$ cat src/rtl/ysyx_24090012_lsu.sv
// ysyx_24090012_lsu -- load/store unit between the EXU and a simple
// valid/ready memory bus, delivering results to the WBU.
//
// Ports
//   clk, rst          : clock, synchronous active-high reset
//   exu_*             : instruction offer from EXU (valid/ready), address,
//                       store data, instruction word, ALU result
//   bus_req_*         : memory request (valid/ready), word address, write
//                       enable, lane-replicated data, byte strobes
//   bus_rsp_*         : one-cycle response pulse with read data and error
//   wb_*              : result offer to WBU (valid/ready), instruction,
//                       rd data, access-fault flag
//   state_out         : FSM state (IDLE=00, REQ=01, WAIT=10, WB=11)
//
// Handshakes: a transfer happens on a rising edge where valid & ready are
// both 1. A valid source holds its payload stable until that edge; ready
// may change freely.
module ysyx_24090012_lsu #(
  parameter int TIMEOUT = 1023
) (
  input  logic        clk,
  input  logic        rst,
  input  logic        exu_valid,
  output logic        exu_ready,
  input  logic [31:0] exu_addr,
  input  logic [31:0] exu_wdata,
  input  logic [31:0] exu_inst,
  input  logic [31:0] exu_rd_data,
  output logic        bus_req_valid,
  input  logic        bus_req_ready,
  output logic [31:0] bus_req_addr,
  output logic        bus_req_wen,
  output logic [31:0] bus_req_wdata,
  output logic [3:0]  bus_req_wstrb,
  input  logic        bus_rsp_valid,
  input  logic [31:0] bus_rsp_rdata,
  input  logic        bus_rsp_err,
  output logic        wb_valid,
  input  logic        wb_ready,
  output logic [31:0] wb_inst,
  output logic [31:0] wb_data,
  output logic        wb_err,
  output logic [1:0]  state_out
);

  localparam int CW = $clog2(TIMEOUT + 1);
  localparam logic [CW-1:0] CNT_LAST = CW'(TIMEOUT - 1);

  typedef enum logic [1:0] {
    IDLE = 2'b00,
    REQ  = 2'b01,
    WAIT = 2'b10,
    WB   = 2'b11
  } state_t;

  state_t         state;
  logic [CW-1:0]  cnt;
  logic [2:0]     funct3_q;
  logic [1:0]     off_q;
  logic           is_load_q;

  // Decode of the instruction currently offered by the EXU.
  logic [2:0]  f3;
  logic [1:0]  off;
  logic        is_load;
  logic        is_store;
  logic        access_ok;
  logic [3:0]  st_strb;
  logic [31:0] st_data;

  always_comb begin
    f3        = exu_inst[14:12];
    off       = exu_addr[1:0];
    is_load   = (exu_inst[6:0] == 7'b0000011);
    is_store  = (exu_inst[6:0] == 7'b0100011);
    access_ok = 1'b0;
    st_strb   = 4'b0000;
    st_data   = exu_wdata;
    if (is_load) begin
      case (f3)
        3'b000, 3'b100: access_ok = 1'b1;
        3'b001, 3'b101: access_ok = ~off[0];
        3'b010:         access_ok = (off == 2'b00);
        default:        access_ok = 1'b0;  // unknown width: fault
      endcase
    end else if (is_store) begin
      case (f3)
        3'b000: begin
          access_ok = 1'b1;
          st_strb   = 4'b0001 << off;
          st_data   = {4{exu_wdata[7:0]}};
        end
        3'b001: begin
          access_ok = ~off[0];
          st_strb   = off[1] ? 4'b1100 : 4'b0011;
          st_data   = {2{exu_wdata[15:0]}};
        end
        3'b010: begin
          access_ok = (off == 2'b00);
          st_strb   = 4'b1111;
        end
        default: access_ok = 1'b0;
      endcase
    end
  end

  // Load result: shift the addressed lane down, then extend by width.
  logic [31:0] lane;
  logic [31:0] ld_data;

  always_comb begin
    lane = bus_rsp_rdata >> {off_q, 3'b000};
    case (funct3_q)
      3'b000:  ld_data = {{24{lane[7]}}, lane[7:0]};
      3'b001:  ld_data = {{16{lane[15]}}, lane[15:0]};
      3'b100:  ld_data = {24'd0, lane[7:0]};
      3'b101:  ld_data = {16'd0, lane[15:0]};
      default: ld_data = lane;
    endcase
  end

  always_ff @(posedge clk) begin
    if (rst) begin
      state         <= IDLE;
      cnt           <= '0;
      funct3_q      <= 3'b000;
      off_q         <= 2'b00;
      is_load_q     <= 1'b0;
      bus_req_addr  <= 32'd0;
      bus_req_wen   <= 1'b0;
      bus_req_wdata <= 32'd0;
      bus_req_wstrb <= 4'b0000;
      wb_inst       <= 32'd0;
      wb_data       <= 32'd0;
      wb_err        <= 1'b0;
    end else begin
      case (state)
        IDLE: begin
          if (exu_valid) begin
            wb_inst   <= exu_inst;
            funct3_q  <= f3;
            off_q     <= off;
            is_load_q <= is_load;
            if (!is_load && !is_store) begin
              wb_data <= exu_rd_data;
              wb_err  <= 1'b0;
              state   <= WB;
            end else if (!access_ok) begin
              wb_data <= 32'd0;
              wb_err  <= 1'b1;
              state   <= WB;
            end else begin
              bus_req_addr  <= {exu_addr[31:2], 2'b00};
              bus_req_wen   <= is_store;
              bus_req_wdata <= is_store ? st_data : 32'd0;
              bus_req_wstrb <= st_strb;
              cnt           <= '0;
              state         <= REQ;
            end
          end
        end
        REQ: begin
          // A request accepted on the final budget cycle still gets WAIT;
          // the counter then sits at/after the limit and WAIT aborts next.
          if (bus_req_ready) begin
            cnt   <= cnt + 1'b1;
            state <= WAIT;
          end else if (cnt >= CNT_LAST) begin
            wb_data <= 32'd0;
            wb_err  <= 1'b1;
            state   <= WB;
          end else begin
            cnt <= cnt + 1'b1;
          end
        end
        WAIT: begin
          if (bus_rsp_valid) begin
            wb_err  <= bus_rsp_err;
            wb_data <= (bus_rsp_err || !is_load_q) ? 32'd0 : ld_data;
            state   <= WB;
          end else if (cnt >= CNT_LAST) begin
            wb_data <= 32'd0;
            wb_err  <= 1'b1;
            state   <= WB;
          end else begin
            cnt <= cnt + 1'b1;
          end
        end
        WB: begin
          if (wb_ready) state <= IDLE;
        end
        default: state <= IDLE;
      endcase
    end
  end

  assign exu_ready     = (state == IDLE);
  assign bus_req_valid = (state == REQ);
  assign wb_valid      = (state == WB);
  assign state_out     = state;

endmodule

$ cat config.mk
export PLATFORM = sky130hd
export DESIGN_NAME = ysyx_24090012_lsu
export DESIGN_NICKNAME = d
export VERILOG_FILES = /design/src/rtl/ysyx_24090012_lsu.sv
export SDC_FILE = /design/constraint.sdc
export NUM_CORES = 1
export LEC_CHECK = 0
export BUFFER_PORTS_ARGS = -buffer_cell sky130_fd_sc_hd__buf_2
export CORE_MARGIN = 4
export CORE_UTILIZATION = 49
export CTS_BUF_LIST = sky130_fd_sc_hd__clkbuf_4 sky130_fd_sc_hd__clkbuf_8
export CTS_CLUSTER_SIZE = 24
export DETAILED_ROUTE_END_ITERATION = 10
export PLACE_DENSITY = 0.8
export SLEW_MARGIN = 20
export SYNTH_ARGS = -nofsm -noshare
export SYNTH_HDL_FRONTEND = slang
export SYNTH_SLANG_ARGS = --single-unit
$ cat constraint.sdc
create_clock -name clk -period 3.3 [get_ports clk]
set_input_delay 0.33 -clock clk [delete_from_list [all_inputs] [get_ports clk]]
set_output_delay 0.33 -clock clk [all_outputs]
set_load 0.1 [all_outputs]
==> results of run 1 <==
[flip-flops by register name, indices dropped and copies added (netlist names), 2 cells and up]
| signal | count |
|---|---|
| wb_inst | 32 |
| off_q | 2 |
| bus_req_wdata | 32 |
| state_out | 2 |
| cnt | 10 |
| bus_req_wstrb | 4 |
| wb_data | 32 |
| bus_req_addr | 30 |
[routing by layer]
metal  vias up  part of all wire [%]
met5         -                 0.039
met4         2                   3.8
met3        56                    10
met2       349                    48
met1      3358                    38
li1       3505                     -
[kinds of logic (layout without fill, tap and decap cells)]
| kind of cell | Yosys count | count (layout) | share of synthesized area (%) |
|---|---|---|---|
| other | 1 | 3 | 0.0545 |
| DFF | 147 | 147 | 42.8 |
| buffers and inverters | 86 | 377 | 5.18 |
| and+or+nand+nor | 272 | 272 | 18.0 |
| adders and majority gates | 6 | 6 | 1.09 |
| AOI/OAI and AO/OA | 269 | 269 | 27.1 |
| muxes | 36 | 36 | 5.86 |
[power breakdown]
part | switching, mW | internal [mW] | total, mW
Clock | 0.708 | 0.798 | 1.51
Sequential | 0.151 | 2.00 | 2.15
Combinational | 2.80 | 0.783 | 3.58
Total | 3.66 | 3.58 | 7.24
[how the worst min path moves through the flow]
| stage | startpoint | end | slack [ns] | cells past startpoint |
|---|---|---|---|---|
| floorplan | is_load_q | is_load_q | 0.43 | 2 |
| CTS | exu_rd_data[25] | wb_data[25] | 0.05 | 3 |
| detailed placement | bus_req_wdata[8] | bus_req_wdata[8] | 0.44 | 1 |
| finish | exu_rd_data[19] | wb_data[19] | 0.09 | 3 |
| global route | exu_rd_data[30] | wb_data[30] | 0.07 | 3 |
| global placement | bus_req_addr[14] | bus_req_addr[14] | 0.44 | 2 |
[placed cells by master, fill, tap and decap left out, types with 4 or more instances in the layout]
cell	instances
nand2_1	161
buf_4	16
mux2_2	14
o2bb2ai_1	33
a22oi_1	16
a21oi_1	94
clkinv_4	4
a221oi_1	8
or2_2	4
clkbuf_8	18
nand3b_1	8
a211oi_1	27
ha_1	5
a22o_1	10
a31oi_1	4
nor2b_1	10
o221ai_1	16
nand3_1	5
and2_1	4
inv_1	27
buf_2	302
nor2_1	48
nor3_1	5
o21ai_0	25
nand4_1	5
mux2i_1	20
dfxtp_1	145
[per-stage QoR]
stage / std cells / setup slack, ns / cell area [um2] / util, % / total power, mW
6_report: 1290 / 0.542 / 8930 / 64.6 / 7.24
5_1_grt: 1290 / 0.318 / 8930 / 64.6 / 7.55
4_1_cts: 1289 / 0.543 / 8930 / 64.6 / 7.26
3_5_place_dp: 1257 / 0.574 / 8500 / 61.5 / 5.76
3_3_place_gp: 1257 / 0.610 / 8500 / 61.5 / 5.73
2_1_floorplan: 818 / 0.0991 / 6890 / - / 5.06
[worst register-to-register path: stages (launching register included)]
cell and delay, ns:
dfxtp_2 0.37, inv_1 0.07, ha_1 0.28, and2_1 0.20
or3_1 0.34, a31oi_1 0.46, nand3_1 0.59, o221ai_1 0.35
[area by class of cell]
cell class                 instances  area (um2)
fill                            1229        4900
multi-input combinational        585        3600
sequential                       147        2950
timing repair buffer             318        1630
clock buffer                      21         270
tap                              180         225
clock inverter                    11         154
inverter                          27         101
antenna                            1        2.50
==> out/metrics.yaml, run 1 <==
cp_slowest_cell: "nand3_1"
required_ns: 3.64
cts_made_buffers: 17
overflow: 0
dp_hpwl_mm: 17.4
cts_sinks: 147
synth_top_area_share_pct: 42.8
yosysSeqAreaShare_pct: 42.8
area_growth_pct: 29.8
ctsHoldBuffers: 0
maxCapViolCount: 0
fin_crit_sh_pct: 83.6
clk_pin_slew_ns: 0.08
outcome: "finished clean"
setup_viol: 0
grt_util_all_layers_pct: 27.9
postSynth.asyncResetShare_pct: 0
cts_tree: "yes"
ff2ff_path_depth: 7
synth_top_cell_by_area: "dfxtp_1"
ios: 306
rsz0062_at_grt: "no"
power_density_nw_per_um2: 811
power_leakage_nw: 3.85
ys_ff_latch: 147
path_delay_family: "simple AND/OR/NAND/NOR gates"
skew_ns: 0.00977
crit_chain: "inv_1 > ha_1 > and2_1 > or3_1 > a31oi_1 > nand3_1 > o221ai_1"
ys_warn_count: 0
grt_util_met1_pct: 32.7
first_iter_violations: 430
min_period_ns: 2.76
drc: 0
htreeDepth: 4
grt_pass1_vias: 6966
clk_latency_ns: 0.45
synth.avg_cell_area_um2: 8.42
dieHeight_um: 126
syn_inst: 817
synth.most_common_cell: "nand2_1"
cp.arrival_ns: 3.10
wl_per_cell_um: 18.0
grt_pass1_wl_mm: 35.7
endpoint: "wb_data[26]"
finalHoldWorstSlack_ns: 0.0889
r2r-end: "wb_data[26]"
synth_cell_type_count: 70
worstHoldPathType: "input pin to flop"
synth_common_cells: "nand2_1 (161), dfxtp_1 (147), a21oi_1 (94), nor2_1 (48), clkbuf_1 (37)"
rr_startpoint: "state_out[1]"
crit_fanout: 16
vias: 7270
clk_path_buf_depth: 2
r2r_setup_slack_ns: 0.54
cts_root_buffer: "clkbuf_8"
slowest_delay_ns: 0.59
gp_congestion: 0.910
cts-resized-gates: 0
rows: 43
synth-edff-count: 0
start_util_pct: 49.8
nets: 1269
grt-busiest-layer: "met2"
critPathCaptureType: "flop"
use_met2_pct: 46.2
critical_path_buf_inv_count: 1
place.port_buffers: 303
fmax_ghz: 0.363
synth_area_leaders: "dfxtp_1 (43%), nand2_1 (8.8%), a21oi_1 (6.8%), o2bb2ai_1 (4.2%), a211oi_1 (2.9%)"
core_um2: 13800
path_class: "flop to flop"
drt_first_pass_iters: 5
slew_violations: 0
antenna_found_initial: 2
met3_usage_pct: 9.77
post-cts-setup-buffers: 0
max_slew_margin_pct: 43.3
hold_violations: 0
viasPerCell: 5.64
antenna_left: 0
grt_start_max_net_pins: 79
drive_gt1_share_pct: 35.2
worstMarginPinSlew_ns: 0.848
ys.flop_type: "dfxtp_1"
setup_tns_ns: 0
cp.depth: 7
syn_area_um2: 6880
critPathLaunchType: "flop"
peakVddDrop_mv: 0.348
die_w_um: 126
startpoint: "state_out[1]"
drt_wl_total_mm: 23.2
dieArea_um2: 16000
Note: power is estimated with default switching activity, not from simulation.
==> run 2: changes to the inputs <==
==> constraint.sdc (replaced) <==
create_clock -name clk -period 2.8 [get_ports clk]
set_input_delay 0.28 -clock clk [delete_from_list [all_inputs] [get_ports clk]]
set_output_delay 0.28 -clock clk [all_outputs]
set_load 0.1 [all_outputs]
==> run 2 against run 1 <==
  * Final cell count is 0.47% higher
  * Highest routed layer is now met4
  * Sequential power is 18% higher
  * Cell area is 0.50% higher
  * Critical endpoint is now wb_data[1]
==> out/metrics.yaml, run 2 (same netlist as run 1, synthesis figures left out) <==
outcome: "finished clean"
final_cells: 1296
fmax_ghz: 0.424
finalHoldWorstSlack_ns: 0.0423
rows: 43
area_growth_pct: 30.4
first_iter_violations: 455
critical_path_buf_inv_count: 1
worstMarginPinSlew_ns: 0.876
stdcell_area_um2: 8970
finalPower_mw: 8.49
critPathLaunchType: "flop"
top_regs: "bus_req_wdata x32, wb_data x32, wb_inst x32"
required_ns: 3.18
grt_pass1_wl_mm: 35.8
start_util_pct: 49.8
skew_ns: 0.0112
die_w_um: 126
rsz0062_at_grt: "no"
setup_tns_ns: 0
crit_chain: "inv_1 > ha_1 > and4b_1 > nand2_1 > a211oi_1 > a21oi_1 > o2bb2ai_1"
antenna_found_initial: 1
layout_commonest_cell: "buf_2"
place.port_buffers: 303
cts_made_buffers: 17
dieHeight_um: 126
crit_fanout: 15
min_period_ns: 2.36
cts_tree: "yes"
core_um2: 13800
drive_gt1_share_pct: 35.6
drt_wl_total_mm: 23.3
viasPerCell: 5.63
overflow: 0
dieArea_um2: 16000
gp_congestion: 0.907
power_leakage_nw: 3.86
grt_start_max_net_pins: 49
worstHoldPathType: "input pin to flop"
post-cts-setup-buffers: 0
drc: 0
htreeDepth: 4
cts_sinks: 147
layout_setup_ws_ns: 0.444
cts_root_buffer: "clkbuf_8"
vias: 7302
clk_path_buf_depth: 2
place_inst: 1262
cts-resized-gates: 0
nets: 1275
grt_pass1_vias: 7017
critPathCaptureType: "flop"
path_class: "flop to flop"
slew_violations: 0
hold_violations: 0
placed_area_um2: 8560
utilization_pct: 64.9
place_ws_ns: 0.358
wl_per_cell_um: 18.0
ctsHoldBuffers: 1
final_cell_mix: "buf_2 (302), nand2_1 (161), dfxtp_1 (145)"
power_density_nw_per_um2: 946
slowest_delay_ns: 0.43
grt_util_all_layers_pct: 27.9
peakVddDrop_mv: 0.383
ios: 306
path_delay_family: "simple AND/OR/NAND/NOR gates"
maxCapViolCount: 0
cp.arrival_ns: 2.73
setup_viol: 0
antenna_left: 0
clk_pin_slew_ns: 0.09
max_slew_margin_pct: 41.5
cp_slowest_cell: "ha_1"
clk_latency_ns: 0.45
drt_first_pass_iters: 5
dp_hpwl_mm: 17.5
fin_crit_sh_pct: 84.2
[run 2: layer usage]
metal	vias to the layer above	routed length [um]	part of all wire, %	GRT usage (%)
met5	-	0	0	0
met4	0	921	4.0	13.1
met3	59	2340	10	9.35
met2	346	11100	48	46.0
met1	3385	8880	38	32.6
li1	3512	-	-	-
[run 2: final cells by class]
type | count | area [um2]
clock buffer | 20 | 269
inverter | 27 | 101
fill | 1218 | 4850
tap | 180 | 225
sequential | 147 | 2950
multi-input combinational | 585 | 3620
clock inverter | 12 | 129
timing repair buffer | 324 | 1680
antenna | 1 | 2.50
[run 2: worst paths after layout]
| path | slack, ns | start | endpoint | cells after the start |
|---|---|---|---|---|
| setup / recovery | 0.44 | state_out[0] | wb_data[1] | 7 |
| hold / removal | 0.04 | exu_rd_data[16] | wb_data[16] | 3 |
| setup reg to reg | 0.44 | state_out[0] | wb_data[1] | 7 |
| hold reg to reg | 0.45 | bus_req_addr[8] | bus_req_addr[8] | 2 |
[run 2: tightest hold or removal path, delay by kind of cell]
family                 cells  cell delay, ns
buffers and inverters      1            0.08
AOI/OAI and AO/OA          1            0.05
and+or+nand+nor            1            0.04
[run 2: power breakdown]
part,internal (mW),switching [mW],leakage (nW)
sequential,2.36,0.181,1.20
clock,0.849,0.828,0.195
combinational,0.958,3.31,2.47
==> run 3: changes to the inputs <==
--- a/config.mk
+++ b/config.mk
@@ -5,9 +5,10 @@
 export SDC_FILE = /design/constraint.sdc
 export NUM_CORES = 1
 export LEC_CHECK = 0
+export ABC_AREA = 1
 export BUFFER_PORTS_ARGS = -buffer_cell sky130_fd_sc_hd__buf_2
 export CORE_MARGIN = 4
-export CORE_UTILIZATION = 49
+export CORE_UTILIZATION = 51
 export CTS_BUF_LIST = sky130_fd_sc_hd__clkbuf_4 sky130_fd_sc_hd__clkbuf_8
 export CTS_CLUSTER_SIZE = 24
 export DETAILED_ROUTE_END_ITERATION = 10
==> constraint.sdc (replaced) <==
create_clock -name clk -period 2.25 [get_ports clk]
set_input_delay 0.225 -clock clk [delete_from_list [all_inputs] [get_ports clk]]
set_output_delay 0.225 -clock clk [all_outputs]
set_load 0.1 [all_outputs]
==> run 3 against run 2 <==
  * Worst hold slack got worse by 0.024 ns
  * Final cell count increased by 37%
  * Via count increased by 27%
  * Maximum frequency increased by 15%
  * Combinational power increased by 81%
  * Critical endpoint is now wb_data[30]
  * Largest cell class unchanged
==> out/metrics.yaml, run 3 <==
clk_pin_slew_ns: 0.08
ys_warn_count: 0
syn_area_um2: 7990
vias: 9280
ys.flop_type: "dfxtp_1"
power_leakage_nw: 5.13
fillers: 1474
gp_congestion: 0.954
worstHoldPathType: "input pin to flop"
critPathLaunchType: "flop"
place_ws_ns: 0.208
fmax_ghz: 0.489
min_from: "exu_addr[9]"
worstMarginPinSlew_ns: 0.785
top_regs: "bus_req_wdata x32, wb_data x32, wb_inst x32"
drt_wl_total_mm: 26.6
rr_startpoint: "state_out[1]"
crit_chain: "inv_1 > ha_4 > clkinv_1 > nand2_1 > inv_1 > nand2_1 > nand3_1 > a21oi_1 > nor2_1"
htreeDepth: 4
wl_per_cell_um: 15.0
path_class: "flop to flop"
layout_setup_ws_ns: 0.205
critPathCaptureType: "flop"
cp_slowest_cell: "inv_1"
layout_commonest_cell: "nand2_1"
maxCapViolCount: 0
ys_ff_latch: 147
nets: 1725
power_density_nw_per_um2: 1330
dp_hpwl_mm: 19.8
min_period_ns: 2.05
drt_first_pass_iters: 5
area_growth_pct: 26.4
hold_violations: 0
peakVddDrop_mv: 0.639
max_slew_margin_pct: 47.6
start_util_pct: 52.3
cts_root_buffer: "clkbuf_8"
finalHoldWorstSlack_ns: 0.0184
drc: 0
fin_crit_sh_pct: 90.9
dieHeight_um: 133
rsz0062_at_grt: "no"
syn_inst: 1276
synth.most_common_cell: "nand2_1"
postSynth.asyncResetShare_pct: 0
path_delay_family: "buffers and inverters"
utilization_pct: 66.2
outcome: "finished clean"
antenna_found_initial: 2
required_ns: 2.65
cts_made_buffers: 17
overflow: 0
synth-edff-count: 0
cts_sinks: 147
final_cell_mix: "nand2_1 (407), buf_2 (303), nor2_1 (198)"
skew_ns: 0.0133
cp.arrival_ns: 2.44
first_iter_violations: 896
grt_util_all_layers_pct: 28.9
place.port_buffers: 303
yosysSeqAreaShare_pct: 36.8
synth_common_cells: "nand2_1 (407), nor2_1 (199), dfxtp_1 (147), nand3_1 (103), o21ai_0 (102)"
viasPerCell: 5.23
core_um2: 15300
cts_tree: "yes"
synth_top_area_share_pct: 36.8
die_w_um: 133
antenna_left: 0
grt_start_max_net_pins: 95
drive_gt1_share_pct: 27.0
slowest_delay_ns: 0.59
startpoint: "state_out[1]"
place_inst: 1744
ctsHoldBuffers: 0
clk_path_buf_depth: 2
rows: 45
grt_pass1_vias: 8337
ios: 306
synth_cell_type_count: 36
final_cells: 1775
grt_pass1_wl_mm: 41.8
crit_fanout: 24
dieArea_um2: 17700
slew_violations: 0
synth_top_cell_by_area: "dfxtp_1"
setup_viol: 0
setup_tns_ns: 0
synth.avg_cell_area_um2: 6.26
clk_latency_ns: 0.45
synth_area_leaders: "dfxtp_1 (37%), nand2_1 (19%), nor2_1 (9.4%), nand3_1 (6.5%), o21ai_0 (6.4%)"
antenna_cells: 0
critical_path_buf_inv_count: 3
==> run 3: routing by layer <==
| layer | wire [um] | share of wire (%) | vias to the layer above | GRT usage, % |
|---|---|---|---|---|
| met5 | 21 | 0.079 | - | 0 |
| li1 | - | - | 4600 | - |
| met1 | 10500 | 39 | 4188 | 34.9 |
| met2 | 12600 | 47 | 429 | 48.5 |
| met4 | 713 | 2.7 | 4 | 9.83 |
| met3 | 2790 | 10 | 59 | 9.44 |
==> run 3: layout make-up <==
| type | instances | area (um2) | area share (%) |
|---|---|---|---|
| multi-input cells | 972 | 4370 | 43.3 |
| flip-flops and latches | 147 | 2950 | 29.2 |
| clock inverters | 10 | 173 | 1.71 |
| well taps | 211 | 264 | 2.61 |
| clock buffers | 21 | 277 | 2.74 |
| inverters | 88 | 333 | 3.30 |
| repair buffers | 326 | 1730 | 17.1 |
==> run 3: logic make-up after synthesis <==
kind of cell	Yosys count	synth area share, %
buffers and inverters	158	8.76
AOI/OAI and AO/OA	203	13.6
DFF	147	36.8
adders and majority gates	6	0.940
and+or+nand+nor	759	39.6
xor gates and xnor gates	2	0.219
other	1	0.0469
==> run 3: worst paths after layout <==
path	cells past startpoint	slack, ns	end
max	9	0.20	wb_data[30]
min	3	0.02	bus_req_addr[9]
max reg2reg	9	0.20	wb_data[30]
min reg2reg	2	0.47	bus_req_wdata[7]
==> run 3: per-stage QoR <==
stage                     instance area (um2)  power (mW)
after floorplan                          8020        9.60
after global placement                   9640        11.0
after detailed placement                 9640        11.1
after CTS                               10100        13.4
after global routing                    10100        14.2
final                                   10100        13.4
==> run 3: report_power, final <==
part	switching (mW)	total [mW]	internal [mW]
logic	6.08	7.74	1.66
clock network	1.02	2.32	1.30
registers	0.315	3.36	3.04
total	7.42	13.4	6.00
==> run 3: worst register-to-register path, cell delays in order, from the launching register on <==
cell      delay [ns]
dfxtp_4         0.36
inv_1           0.16
ha_4            0.23
clkinv_1        0.14
nand2_1         0.09
inv_1           0.59
nand2_1         0.15
nand3_1         0.14
a21oi_1         0.05
nor2_1          0.08
==> run 3: what timing repair did <==
action                     4_1_cts  5_1_grt
gates resized for setup          0        3
setup endpoints to repair        0       10
buffers inserted                 0        0
